**src/rtl/serial_link_pkg.sv**
```systemverilog
// Shared definitions for both ends of the bit-serial link: FSM states and default word width.
package serial_link_pkg;

    localparam int unsigned DEFAULT_WIDTH = 8;

    typedef enum logic [1:0] {
        ST_IDLE  = 2'd0,
        ST_SHIFT = 2'd1,
        ST_GAP   = 2'd2
    } tx_state_e;

endpackage

```
**src/rtl/piso_shift_reg.sv**
```systemverilog
// Parallel-in, serial-out shift register with zero fill; the serial bit is taken straight from the register.
module piso_shift_reg #(
    parameter int unsigned WIDTH     = 8,
    parameter bit          MSB_FIRST = 1'b0
) (
    input  logic             clk,
    input  logic             rst,
    input  logic             load,
    input  logic             shift,
    input  logic [WIDTH-1:0] load_data,
    output logic             serial_bit
);

    logic [WIDTH-1:0] data;

    always_ff @(posedge clk or negedge rst) begin
        if (!rst) begin
            data <= '0;
        end else if (load) begin
            data <= load_data;
        end else if (shift) begin
            data <= MSB_FIRST ? {data[WIDTH-2:0], 1'b0} : {1'b0, data[WIDTH-1:1]};
        end
    end

    assign serial_bit = MSB_FIRST ? data[WIDTH-1] : data[0];

endmodule

```
**src/rtl/serial_word_tx.sv**
```systemverilog
// Word transmitter: valid/ready load, WIDTH serial bit cycles framed by sframe, then GAP_CYCLES idle cycles.
module serial_word_tx
    import serial_link_pkg::*;
#(
    parameter int unsigned WIDTH      = DEFAULT_WIDTH,
    parameter bit          MSB_FIRST  = 1'b0,
    parameter int unsigned GAP_CYCLES = 1
) (
    input  logic             clk,
    input  logic             rst,
    input  logic [WIDTH-1:0] in_data,
    input  logic             in_valid,
    output logic             in_ready,
    output logic             sdata,
    output logic             sframe,
    output logic             busy,
    output logic             done
);

    localparam int unsigned           CNT_W    = $clog2(WIDTH);
    localparam logic [CNT_W-1:0]      BIT_LAST = CNT_W'(WIDTH - 1);
    localparam logic [3:0]            GAP_LAST = 4'((GAP_CYCLES > 0) ? GAP_CYCLES - 1 : 0);

    tx_state_e        state, state_next;
    logic [CNT_W-1:0] bit_cnt, bit_cnt_next;
    logic [3:0]       gap_cnt, gap_cnt_next;
    logic             run;
    logic             load, shift, last_bit;

    // run holds in_ready low until the first edge after reset is released.
    assign in_ready = (state == ST_IDLE) && run;

    always_ff @(posedge clk or negedge rst) begin
        if (!rst) begin
            state   <= ST_IDLE;
            bit_cnt <= '0;
            gap_cnt <= '0;
            run     <= 1'b0;
            sframe  <= 1'b0;
            busy    <= 1'b0;
            done    <= 1'b0;
        end else begin
            state   <= state_next;
            bit_cnt <= bit_cnt_next;
            gap_cnt <= gap_cnt_next;
            run     <= 1'b1;
            sframe  <= (state_next == ST_SHIFT);
            busy    <= (state_next != ST_IDLE);
            done    <= last_bit;
        end
    end

    always_comb begin
        state_next   = state;
        bit_cnt_next = bit_cnt;
        gap_cnt_next = gap_cnt;
        load         = 1'b0;
        shift        = 1'b0;
        last_bit     = 1'b0;
        case (state)
            ST_IDLE: begin
                if (in_valid && in_ready) begin
                    load         = 1'b1;
                    bit_cnt_next = '0;
                    state_next   = ST_SHIFT;
                end
            end
            ST_SHIFT: begin
                shift = 1'b1;
                if (bit_cnt == BIT_LAST) begin
                    last_bit     = 1'b1;
                    bit_cnt_next = '0;
                    gap_cnt_next = '0;
                    state_next   = (GAP_CYCLES == 0) ? ST_IDLE : ST_GAP;
                end else begin
                    bit_cnt_next = bit_cnt + 1'b1;
                end
            end
            ST_GAP: begin
                if (gap_cnt == GAP_LAST) begin
                    gap_cnt_next = '0;
                    state_next   = ST_IDLE;
                end else begin
                    gap_cnt_next = gap_cnt + 1'b1;
                end
            end
            default: state_next = ST_IDLE;
        endcase
    end

    // Zero fill empties the register on the last shift, so sdata idles low outside SHIFT.
    piso_shift_reg #(
        .WIDTH    (WIDTH),
        .MSB_FIRST(MSB_FIRST)
    ) u_piso (
        .clk       (clk),
        .rst       (rst),
        .load      (load),
        .shift     (shift),
        .load_data (in_data),
        .serial_bit(sdata)
    );

endmodule

```
**config.mk**
```make
export PLATFORM = sky130hd
export DESIGN_NAME = serial_word_tx
export DESIGN_NICKNAME = d
export VERILOG_FILES = /design/src/rtl/serial_link_pkg.sv /design/src/rtl/piso_shift_reg.sv /design/src/rtl/serial_word_tx.sv
export SDC_FILE = /design/constraint.sdc
export NUM_CORES = 1
export LEC_CHECK = 0
export BUFFER_PORTS_ARGS = -buffer_cell sky130_fd_sc_hd__buf_2
export CORE_ASPECT_RATIO = 1.4
export CORE_MARGIN = 8
export CORE_UTILIZATION = 50
export CTS_BUF_LIST = sky130_fd_sc_hd__clkbuf_4 sky130_fd_sc_hd__clkbuf_8 sky130_fd_sc_hd__clkbuf_16
export DETAILED_ROUTE_END_ITERATION = 10
export PLACE_DENSITY = 0.72
export RECOVER_POWER = 25
export SKIP_CTS_REPAIR_TIMING = 1
export SLEW_MARGIN = 40
export SYNTH_ARGS = -nofsm -noshare
export SYNTH_HDL_FRONTEND = slang
export SYNTH_SLANG_ARGS = --single-unit
```
**constraint.sdc**
```tcl
create_clock -name clk -period 2.5 [get_ports clk]
set_input_delay 0.125 -clock clk [delete_from_list [all_inputs] [get_ports clk]]
set_output_delay 0.125 -clock clk [all_outputs]
set_load 0.01 [all_outputs]
```
==> run_results.csv <==
group,metric,value,unit
clock_tree,cts_htree_levels,1,
yosys,ys_ff_latch,21,
critical_path,cp-end-kind,"flip-flop",
sta,drv_slew,0,
routing,via_count,659,
grt,grt_pass1_vias,636,
routing,routedWlPerCell,12.74,um
sta,setup_viol,0,
critical_path,worst-path-max-fanout,19,
floorplanning,dieHeight,68.61,um
routing,ant_nets,0,
floorplanning,ioPinCount,16,
outcome,status,"finished clean",
grt,grt_max_degree,22,
power_and_ir_drop,p_leak,0.5470,nW
placement,place_inst,122,
yosys,synth_nets,107,
clock_tree,path_clk_slew,110,ps
worst_hold_path,hold_class,"in2reg",
floorplanning,dieArea,3676,um^2
critical_path,crit_start,"state[0]",
sta,relSlewSlack,0.2821,
critical_path,r2r-start,"state[0]",
run,drv_cap,0,
sta,finClkSkew,1.014,ps
clock_tree,numCtsBuffers,3,
critical_path,critPathKind,"reg2reg",
cells_and_area,antennaDiodeCount,0,
grt,overflow,0,
floorplanning,rows,19,
grt,grt_use_total,0.1020,
critical_path,r2r_end,"u_piso.data[5]",
cells_and_area,drive_above_1_share,0.1792,
yosys,postSynthCellCount,92,
worst_hold_path,holdPathStages,3,
critical_path,rrSetupSlack,960,ps
critical_path,cp.required,2710,ps
placement,port_buffers,15,
sta,grt_setup_unrepaired,"false",
cells_and_area,fin_cells,127,
floorplanning,initial_core_util,0.5133,
clock_tree,cts_tree,"done",
sta,finalHoldViolations,0,
cells_and_area,num-fill-cells,168,
placement,gp_congestion,0.7143,
critical_path,start_kind,"flip-flop",
yosys,yosys_warnings,0,
critical_path,r2r_cells,3,
power_and_ir_drop,ir_drop,571.5,uV
clock_tree,clockBufferDepth,2,
floorplanning,core_area,1926,um^2
sta,setup_tns,0,ps
power_and_ir_drop,power_density,979.9,nW/um^2
routing,wl,1.618,mm
routing,first_pass_iters,4,
sta,finalCriticalPeriod,1544,ps
yosys,avgSynthCellArea,10.74,um^2
routing,vias_per_cell,5.189,
grt,grt_pass1_wl,2.773,mm
yosys,synth.distinct_cells,30,
cells_and_area,syn_to_final_growth,9.367,%
sta,worst_pin_slew,1077,ps
routing,drt_iter0_drc,20,
critical_path,worst_ep_arrival_time,1750,ps
cells_and_area,multi_input_area,396.6,um^2
yosys,syn_area,988.4,um^2
grt,antenna_found_initial,0,
floorplanning,die_w,53.58,um
cells_and_area,regArea,525.5,um^2
sta,max_freq,647.8,MHz
clock_tree,clk_latency,300,ps
critical_path,cp-endpoint,"u_piso.data[5]",
clock_tree,numClockSinks,21,
routing,drc,0,
clock_tree,cts_root_buf,"clkbuf_4",
yosys,yosysSeqAreaShare,0.5316,
placement,hpwlAfterDp,1.196,mm
cells_and_area,nets,122,
sta,finalCritPeriodShare,0.6175,
-- cells in the mapped netlist --
cell,number,share of area
dfrtp_1,21,0.53
nand2_1,13,0.049
o21ai_0,6,0.030
inv_1,5,0.019
mux2i_1,5,0.051
a21o_1,4,0.030
ha_1,4,0.051
a21oi_1,2,0.010
a22o_1,2,0.018
buf_4,2,0.015
buf_6,2,0.023
nand2b_1,2,0.013
nand3_1,2,0.010
nand3b_1,2,0.015
nor2_1,2,0.0076
nor2b_1,2,0.013
o21ai_1,2,0.010
o21bai_1,2,0.015
a211oi_1,1,0.0076
a311oi_1,1,0.0089
and4b_1,1,0.010
and4bb_1,1,0.013
buf_2,1,0.0051
clkbuf_2,1,0.0051
conb_1,1,0.0038
nor2_2,1,0.0063
nor3_1,1,0.0051
nor3b_1,1,0.0076
o31ai_1,1,0.0076
o32ai_1,1,0.0089
-- cells by family after synthesis --
family          after synthesis  share of synthesized area
compound gates               22                     0.1468
fa+ha+maj                     4                    0.05063
buf+inv                      11                    0.06707
flops                        21                     0.5316
mux                           5                    0.05063
other cells                   1                   0.003794
simple gates                 28                     0.1494
-- layout make-up --
type,instances,share of cell area
inverters,5,0.01736
flip-flops and latches,21,0.4861
clock buffers,4,0.02778
multi-input cells,60,0.3669
repair buffers,16,0.07755
well taps,21,0.02431
-- cell usage in the layout (no fill, tap or decap), drive strengths merged --
| cell | count |
|---|---|
| a211oi | 1 |
| o32ai | 1 |
| and4b | 1 |
| a21o | 4 |
| nor2 | 3 |
| ha | 4 |
| inv | 5 |
| o21bai | 2 |
| nand3 | 2 |
| nand3b | 2 |
| nor3 | 1 |
| dfrtp | 21 |
| buf | 14 |
| and4bb | 1 |
| mux2i | 5 |
| clkbuf | 5 |
| a22o | 2 |
| a21oi | 2 |
| nand2b | 2 |
| conb | 1 |
| dlygate4sd3 | 1 |
| nor3b | 1 |
| nor2b | 2 |
| nand2 | 13 |
| a311oi | 1 |
| o31ai | 1 |
| o21ai | 8 |
-- sequential cells by signal (all words and copies together), names as in the netlist --
signal	count
u_piso.data	8
gap_cnt	4
bit_cnt	3
state	2
busy	1
done	1
run	1
sframe	1
-- power breakdown --
group          internal [mW]  switching [mW]  leakage [nW]
logic                  0.175           0.195         0.259
registers              0.447          0.0700         0.270
clock network         0.0732          0.0990        0.0184
-- worst max-delay path, stage by stage, from the launching register on --
cell and delay (ps):
dfrtp_1 480, and4bb_1 660, nor2_2 100, a21o_1 210
-- metal layers --
metal  wire [um]  global-route usage
met5           0                   0
met2         778              0.1603
met4          41             0.05696
met3          67             0.02575
met1         730              0.1239
-- through the flow --
| stage | hold slack, ps | area [um^2] | setup WS (ps) | power, mW | utilization |
|---|---|---|---|---|---|
| 4_1_cts | -235.3 | 1072 | 938.7 | 1.071 | 0.5569 |
| 2_1_floorplan | -170.6 | 988.4 | 1262 | 0.8301 | - |
| 3_3_place_gp | 103.4 | 1042 | 967.0 | 0.8845 | 0.5413 |
| 5_1_grt | 20.69 | 1081 | 816.1 | 1.154 | 0.5614 |
| 3_5_place_dp | 104.4 | 1042 | 941.7 | 0.9000 | 0.5413 |
| 6_report | 13.62 | 1081 | 956.4 | 1.059 | 0.5614 |
-- worst min-delay path by stage --
stage / startpoint / end
final: in_data[2] / u_piso.data[2]
after global routing: in_data[6] / u_piso.data[6]
after CTS: rst / gap_cnt[3]
after detailed placement: rst / gap_cnt[3]
after global placement: rst / gap_cnt[3]
after floorplan: rst / bit_cnt[0]
Power figures use the tool's default switching activity.
